--- config.mk ---
export PLATFORM = sky130hd
export DESIGN_NAME = seq_detect_scheduler_flat
export DESIGN_NICKNAME = d
export VERILOG_FILES = /design/src/rtl/seq_detect_scheduler_if.sv /design/src/rtl/seq_detect_scheduler.sv /design/src/flat_wrapper.sv
export SDC_FILE = /design/constraint.sdc
export NUM_CORES = 1
export LEC_CHECK = 0
export CAP_MARGIN = 20
export CORE_AREA = 2 2 78 80
export DETAILED_ROUTE_END_ITERATION = 10
export DIE_AREA = 0 0 80 82
export HOLD_SLACK_MARGIN = 0.15
export PLACE_DENSITY = 0.42
export REMOVE_ABC_BUFFERS = 1
export SYNTH_ARGS = -nofsm -noshare
export SYNTH_HDL_FRONTEND = slang
export SYNTH_SLANG_ARGS = --single-unit
--- constraint.sdc ---
create_clock -name clk -period 2.9 [get_ports clk]
set_clock_uncertainty 0.1 [all_clocks]
set_input_delay 0.87 -clock clk [delete_from_list [all_inputs] [get_ports clk]]
set_output_delay 0.87 -clock clk [all_outputs]
set_load 0.02 [all_outputs]
--- src/rtl/seq_detect_scheduler_if.sv ---
// ============================================================================
// Module      : seq_detect_scheduler_if
// Description : Request/grant, result and detector-side signal bundle for
//               seq_detect_scheduler. The slave modport is the scheduler's
//               view; the master modport is the view of its surroundings.
// Revision    : 1.0 - initial release
// ============================================================================
`default_nettype none

interface seq_detect_scheduler_if #(
    parameter int WIDTH = 8,
    parameter int CNT_W = 4
);
    logic [1:0]       req;
    logic [WIDTH-1:0] data0;
    logic [WIDTH-1:0] data1;
    logic [1:0]       gnt;
    logic             busy;
    logic             det_w;
    logic             det_step;
    logic             det_resetn;
    logic             det_z;
    logic             done;
    logic             done_id;
    logic [CNT_W-1:0] match_count;

    modport slave (
        input  req, data0, data1, det_z,
        output gnt, busy, det_w, det_step, det_resetn, done, done_id, match_count
    );

    modport master (
        output req, data0, data1, det_z,
        input  gnt, busy, det_w, det_step, det_resetn, done, done_id, match_count
    );
endinterface

`default_nettype wire

--- src/rtl/seq_detect_scheduler.sv ---
// ============================================================================
// Module      : seq_detect_scheduler
// Description : Time-shares one serial sequence detector between two
//               requesters. Arbitrates round-robin, clears the detector,
//               shifts the granted word in LSB-first and reports how many
//               steps left the detector output high.
// Revision    : 1.0 - initial release
// ============================================================================
`default_nettype none

module seq_detect_scheduler #(
    parameter int WIDTH = 8,
    parameter int CNT_W = 4
) (
    input  wire logic             clk,
    input  wire logic             reset,
    seq_detect_scheduler_if.slave bus
);

    localparam int                IDX_W    = (WIDTH > 2) ? $clog2(WIDTH) : 1;
    localparam logic [IDX_W-1:0]  LAST_IDX = IDX_W'(WIDTH - 1);
    localparam logic [CNT_W-1:0]  CNT_MAX  = '1;

    typedef enum logic [2:0] {
        S_IDLE   = 3'd0,
        S_CLEAR  = 3'd1,
        S_SHIFT  = 3'd2,
        S_SETTLE = 3'd3,
        S_REPORT = 3'd4
    } state_t;

    state_t           r_state;
    logic [WIDTH-1:0] r_shreg;
    logic [IDX_W-1:0] r_idx;
    logic [CNT_W-1:0] r_count;
    logic             r_id;
    logic             r_last_served;
    logic             r_busy;
    logic             r_det_step;
    logic             r_det_resetn;
    logic             r_done;
    logic             r_done_id;
    logic [CNT_W-1:0] r_match_count;

    logic             w_take;
    logic             w_win_id;
    logic [1:0]       w_gnt;
    logic [CNT_W-1:0] w_count_next;

    // Round-robin pick: a lone requester wins, a tie goes to the one not served last.
    always_comb begin
        w_win_id = 1'b0;
        unique case (bus.req)
            2'b01:   w_win_id = 1'b0;
            2'b10:   w_win_id = 1'b1;
            2'b11:   w_win_id = ~r_last_served;
            default: w_win_id = 1'b0;
        endcase
        w_take = (r_state == S_IDLE) && !reset && (bus.req != 2'b00);
        w_gnt  = w_take ? (w_win_id ? 2'b10 : 2'b01) : 2'b00;
    end

    // Saturating add of the detector output to the running match count.
    always_comb begin
        w_count_next = r_count;
        if (bus.det_z && (r_count != CNT_MAX)) begin
            w_count_next = r_count + CNT_W'(1);
        end
    end

    // Job sequencer: grant, clear detector, shift word, collect last response, report.
    always_ff @(posedge clk) begin
        if (reset) begin
            r_state       <= S_IDLE;
            r_shreg       <= '0;
            r_idx         <= '0;
            r_count       <= '0;
            r_id          <= 1'b0;
            r_last_served <= 1'b1;
            r_busy        <= 1'b0;
            r_det_step    <= 1'b0;
            r_det_resetn  <= 1'b0;
            r_done        <= 1'b0;
            r_done_id     <= 1'b0;
            r_match_count <= '0;
        end else begin
            r_done <= 1'b0;
            unique case (r_state)
                S_IDLE: begin
                    r_det_step   <= 1'b0;
                    r_det_resetn <= 1'b0;
                    if (w_take) begin
                        r_shreg       <= w_win_id ? bus.data1 : bus.data0;
                        r_id          <= w_win_id;
                        r_last_served <= w_win_id;
                        r_count       <= '0;
                        r_busy        <= 1'b1;
                        r_det_step    <= 1'b1;
                        r_state       <= S_CLEAR;
                    end
                end
                S_CLEAR: begin
                    r_idx        <= '0;
                    r_det_step   <= 1'b1;
                    r_det_resetn <= 1'b1;
                    r_state      <= S_SHIFT;
                end
                S_SHIFT: begin
                    // The first shift cycle still shows the response to the clear step.
                    r_shreg <= r_shreg >> 1;
                    if (r_idx != '0) begin
                        r_count <= w_count_next;
                    end
                    if (r_idx == LAST_IDX) begin
                        r_det_step <= 1'b0;
                        r_state    <= S_SETTLE;
                    end else begin
                        r_idx <= r_idx + IDX_W'(1);
                    end
                end
                S_SETTLE: begin
                    r_count       <= w_count_next;
                    r_match_count <= w_count_next;
                    r_done_id     <= r_id;
                    r_done        <= 1'b1;
                    r_state       <= S_REPORT;
                end
                S_REPORT: begin
                    r_busy       <= 1'b0;
                    r_det_resetn <= 1'b0;
                    r_state      <= S_IDLE;
                end
                default: begin
                    r_busy     <= 1'b0;
                    r_det_step <= 1'b0;
                    r_state    <= S_IDLE;
                end
            endcase
        end
    end

    assign bus.gnt         = w_gnt;
    assign bus.busy        = r_busy;
    assign bus.det_w       = r_shreg[0];
    assign bus.det_step    = r_det_step;
    assign bus.det_resetn  = r_det_resetn;
    assign bus.done        = r_done;
    assign bus.done_id     = r_done_id;
    assign bus.match_count = r_match_count;

endmodule

`default_nettype wire
--- src/flat_wrapper.sv ---
// flat-port wrapper written by rule: the top's interface ports become plain ports
module seq_detect_scheduler_flat 
#(
    parameter int WIDTH = 8,
    parameter int CNT_W = 4
)
  (clk, reset, bus_req, bus_data0, bus_data1, bus_det_z, bus_gnt, bus_busy, bus_det_w, bus_det_step, bus_det_resetn, bus_done, bus_done_id, bus_match_count);
  seq_detect_scheduler_if #(.WIDTH(WIDTH), .CNT_W(CNT_W)) bus_i ();
  input  wire logic clk;
  input  wire logic reset;
  input wire logic [$bits(bus_i.req)-1:0] bus_req;
  input wire logic [$bits(bus_i.data0)-1:0] bus_data0;
  input wire logic [$bits(bus_i.data1)-1:0] bus_data1;
  input wire logic [$bits(bus_i.det_z)-1:0] bus_det_z;
  output wire logic [$bits(bus_i.gnt)-1:0] bus_gnt;
  output wire logic [$bits(bus_i.busy)-1:0] bus_busy;
  output wire logic [$bits(bus_i.det_w)-1:0] bus_det_w;
  output wire logic [$bits(bus_i.det_step)-1:0] bus_det_step;
  output wire logic [$bits(bus_i.det_resetn)-1:0] bus_det_resetn;
  output wire logic [$bits(bus_i.done)-1:0] bus_done;
  output wire logic [$bits(bus_i.done_id)-1:0] bus_done_id;
  output wire logic [$bits(bus_i.match_count)-1:0] bus_match_count;
  assign bus_i.req = bus_req;
  assign bus_i.data0 = bus_data0;
  assign bus_i.data1 = bus_data1;
  assign bus_i.det_z = bus_det_z;
  assign bus_gnt = bus_i.gnt;
  assign bus_busy = bus_i.busy;
  assign bus_det_w = bus_i.det_w;
  assign bus_det_step = bus_i.det_step;
  assign bus_det_resetn = bus_i.det_resetn;
  assign bus_done = bus_i.done;
  assign bus_done_id = bus_i.done_id;
  assign bus_match_count = bus_i.match_count;
  seq_detect_scheduler #(.WIDTH(WIDTH), .CNT_W(CNT_W)) u_core (.clk(clk), .reset(reset), .bus(bus_i));
endmodule
## Word-level counts from Yosys, hierarchy flattened

Cells that the tools add are included.

| word-level totals | value |
|---|---|
| bits of input ports | 21 |
| logic and storage cells | 72 |
| flip-flop bits (word level) | 29 |
| output and inout bits | 12 |

| operators by class | value |
|---|---|
| equal/unequal tests | 12 |
| muxes and demuxes | 22 |
| bitwise gates (word level) | 3 |
| reductions and logical operators | 21 |
| add/sub/neg operators | 2 |

Operators by type and width:

| kind | count |
|---|---|
| $mux 8 | 2 |
| $pmux 8 s2 | 1 |
| $mux 4 | 3 |
| $pmux 3 s4 | 1 |
| $pmux 4 s3 | 1 |
| $reduce_and 2->1 | 6 |
| $mux 3 | 3 |
| $reduce_bool 2->1 | 4 |
| $eq 3x2->1 const B | 2 |
| $eq 3x3->1 const B | 2 |
| $ne 2x1->1 const B | 3 |
| $pmux 1 s2 | 3 |
| $pmux 3 s2 | 1 |
| $reduce_bool 3->1 | 2 |
| $add 4x1->4 const B | 1 |
| $eq 2x2->1 const B | 2 |
| $mux 1 | 4 |
| $mux 2 | 2 |
| $ne 4x4->1 const B | 1 |
| $pmux 1 s4 | 1 |
| $reduce_or 2->1 | 2 |
| $add 3x1->3 const B | 1 |
| $eq 3x1->1 const B | 1 |
| $logic_and 1x1->1 | 3 |
| 6 further kinds | 8 |

## Longest topological paths before layout

| logic depth | value |
|---|---|
| depth in word-level cells | 5 |
| mapped depth | 6 |
| mapped depth without buffers | 6 |

## Worst setup path after synthesis

No wires, ideal clock.

| timing | value |
|---|---|
| kind | input to output |
| from | input reset |
| to | output bus_gnt[0] |
| setup slack | 0.226 ns |
| arrival time | 1.704 ns |
| stages on the path | 2 |
| data required time | 1.930 ns |
| path buffers | 0 |
| cells stage by stage | or4_4 nor3_4 |

| on the way | value |
|---|---|
| longest elaborated chain between the ends | 4 |

RTL lines:

| what | RTL line | text |
|---|---|---|
| from (decl) | flat_wrapper.sv:10 | `input wire logic reset;` |
| $logic_not 1->1 | seq_detect_scheduler.sv:59 | `w_take = (r_state == S_IDLE) && !reset && (bus.req != 2'b00);` |
| $logic_and 1x1->1 (2 in series) | seq_detect_scheduler.sv:59 |  |
| $mux 2 | seq_detect_scheduler.sv:60 | `w_gnt = w_take ? (w_win_id ? 2'b10 : 2'b01) : 2'b00;` |
| to (decl) | flat_wrapper.sv:15 | `output wire logic [$bits(bus_i.gnt)-1:0] bus_gnt;` |

Every way passes these cells.

## Worst setup path in the final report

| timing | value |
|---|---|
| from | input bus_req[1] |
| to | output bus_gnt[0] |

| on the way | value |
|---|---|
| longest elaborated chain between the ends | 4 |
| elaborated cells on any way between the ends | 7 |
| those cells by class | 2 x eq/ne; 3 x mux; 2 x reduce/logical |

RTL lines:

| what | RTL line | text |
|---|---|---|
| from (decl) | flat_wrapper.sv:11 | `input wire logic [$bits(bus_i.req)-1:0] bus_req;` |
| $eq 2x2->1 | seq_detect_scheduler.sv:53 | `unique case (bus.req)` |
| $pmux 1 s2 | seq_detect_scheduler.sv:53 |  |
| $mux 2 | seq_detect_scheduler.sv:60 |  |
| $mux 2 * | seq_detect_scheduler.sv:60 |  |

Mark *: on every way between the ends. The rest lies on a longest branch, timed or not.

==> metrics <==
Core ar.=between 0.005 and 0.006 mm²; Post-DRT Antenna Nets=0; most common cell after layout, fill and taps aside=dfxtp_1; critical path fanouts, max=2; CTS Buf Count=5; First-pass DRT Iterations=4; final worst setup slack=around 0.047 ns; Die H=between 80 and 90 µm; CP cell instances=clkdlybuf4s50_1 -> a21boi_2 -> buf_4 -> nor3_4 -> buf_6; Starting DRT DRC Count=between 40 and 50; FF+latch area=about 580 µm²; worst reg2reg endpoint=u_core.r_idx[1]; # setup viols final=0; Final period util=0.984; status=completed; initial antenna violation count=0; CP required=slightly below 2 ns; # rows=28; Critical Path Max Stage Delay=0.41 ns; fraction of layout cells with a size suffix above 1=0.161; most frequent cells in the layout=dfxtp_1, clkdlybuf4s50_1, a21oi_1, nor2_1, a22oi_1; CTS tree=done; largest cells by area after synthesis=dfxtp_1, a22oi_1, a21oi_1, nor2_1, ha_1; hold crit path type=reg2reg; number of nets in the layout=223; Crit. End Element=output pin; Final GP Congestion=about 0.75; I/O Buffers=32; Mapped Cells=157; vias=1270; Finished Cell Area=between 0.0015 and 0.002 mm²; GRT overflow=0; RSZ-0062 raised after global routing=no; LEAKAGE=slightly above 0.0007 µW; H-tree depth=2; Clk Latency, worst-skew pair=0.28 ns; Final HPWL DP=2640 µm; multi-input logic area=roughly 750 µm²; Mapped Avg Cell Area=roughly 8.7 µm²; largest net degree at the start of global routing=32; Fill cells=around 640; Pins Over Slew Limit=0; MaxCap Viol Count=0; Cell Area, Synth=0.00137 mm²; CTS clk-pin slew, worst paths=roughly 0.06 ns; measured slew at the worst slew-check pin=0.622 ns; PD cells=573 mW/mm²; CP Data Arrival Time=1.88 ns; area delta synth->final=40.0%; Worst Setup Start Kind=primary input; clk sinks=29; kind of critical path=in2out; register bit total from synthesis=29; Initial Util=0.239; Critical R2R Launch=u_core.r_idx[0]; VDD IR-drop max=roughly 0.00015 V; DR vias/cell=between 4 and 5; leading area contributor after synthesis=dfxtp_1; post-layout util=0.334; pre-CTS setup slack=-0.665 ns; area of placed instances=0.00182 mm²; # DRC=0; Slew headroom=0.584; r2r setup slk=0.73 ns; vias in the first global route=between 1000 and 1500; yosys warns=0; first-pass GRT wire length=6020 µm; I/O pin count=33; post-layout min period=2.85 ns; root buf cell=clkbuf_8; Final Hold Vio Count=0; ant diodes=0; placed insts=265; GRT Util Overall=0.119; Max clock buf depth=2; CP startpoint=bus_req[1]; R2R cell count=6; Max Fclk=between 300 and 400 MHz; Seq/Total Area, Yosys=0.423; Finished Layout Cells=roughly 270; CP Capture Point=bus_gnt[0]; proportion of netlist area held by the largest area contributor=0.423; die footprint=~0.0066 mm²; Die Wd=80 µm; final WL=between 3000 and 4000 µm; CP max stage cell=clkdlybuf4s50_1; Distinct cells, synth=41; wire length per cell=12.7 µm
state kept, by name, indices dropped and copies added (netlist names):
signal                  cells
u_core.bus.busy             1
u_core.bus.det_resetn       1
u_core.bus.det_step         1
u_core.bus.done             1
u_core.bus.done_id          1
u_core.bus.match_count      4
u_core.r_count              4
u_core.r_id                 1
u_core.r_idx                3
u_core.r_last_served        1
u_core.r_shreg              8
u_core.r_state              3
cells by family after synthesis:
logic type / share of synthesized area
buffers and inverters: 0.0383
XOR/XNOR: 0.0128
AND/OR/NAND/NOR: 0.239
multiplexers: 0.0465
adder cells (fa/ha/maj): 0.0365
AO/OA/AOI/OAI: 0.203
flip-flops: 0.423
synth_stat cells (all sizes together):
master / n
and3b: 1
o21ai: 1
or2: 2
a211o: 1
a31oi: 2
a22oi: 14
or3b: 1
mux2: 3
a21oi: 15
o32ai: 1
a21boi: 2
buf: 3
and2: 2
nand3b: 2
nand4: 1
a2111o: 1
a211oi: 1
nor2: 16
nand3: 4
xor2: 1
mux2i: 3
nand2: 13
inv: 4
nand2b: 5
o22ai: 2
ha: 4
nor3: 6
nor2b: 5
or4: 1
nor3b: 2
clkbuf: 6
dfxtp: 29
xnor2: 1
a2111oi: 1
a311oi: 1
metrics by stage:
| step | TNS, ns | power (µW) | hold WS [ns] |
|---|---|---|---|
| floorplan | -0.0167 | 645 | 0.326 |
| global placement | -1.24 | 782 | 0.349 |
| detailed placement | -1.33 | 786 | 0.347 |
| CTS | 0 | 1120 | 0.356 |
| global route | 0 | 1170 | 0.380 |
| finish | 0 | 1100 | 0.354 |
power by group:
part / leakage, µW / internal (µW) / switching [µW] / total [µW]
Sequential: 0.000236 / 438 / 24.3 / 462
Clock: 0.0000450 / 166 / 153 / 319
Combinational: 0.000428 / 154 / 164 / 318
Total: 0.000710 / 757 / 342 / 1100
how the worst min path moves through the flow:
stage	to	cells past startpoint	from
floorplan	u_core.bus.done_id	2	u_core.r_id
global placement	u_core.bus.match_count[2]	2	u_core.bus.match_count[2]
detailed placement	u_core.bus.match_count[2]	2	u_core.bus.match_count[2]
CTS	u_core.bus.match_count[2]	2	u_core.bus.match_count[2]
global route	u_core.bus.match_count[2]	2	u_core.bus.match_count[2]
finish	u_core.bus.match_count[2]	2	u_core.bus.match_count[2]
worst max-delay path: cells and delay by family:
family / cells / cell delay (ns)
simple gates: 1 / 0.14
buf+inv: 3 / 0.70
compound gates: 1 / 0.16
metal layers:
metal  up-vias  GRT usage  wire (µm)
met3         6     0.0429        177
met5         -          0          0
met1       590      0.144       1630
met2        36      0.198       1630
li1        638          -          -
met4         0     0.0407         55
cell type report:
type,instances,share of cell area
multi-input cells,115,0.392
flip-flops and latches,29,0.302
repair buffers,43,0.206
well taps,75,0.0489
clock buffers,6,0.0378
inverters,4,0.00782
clock inverters,2,0.00522
what timing repair did:
item                       in CTS  in global routing
setup buffers                   1                  0
gates cloned                    0                  0
hold buffers                    0                  0
setup endpoints to repair       2                  2
resized for setup              19                  2
pin swaps                       2                  2
Note: power is estimated with default switching activity, not from simulation.
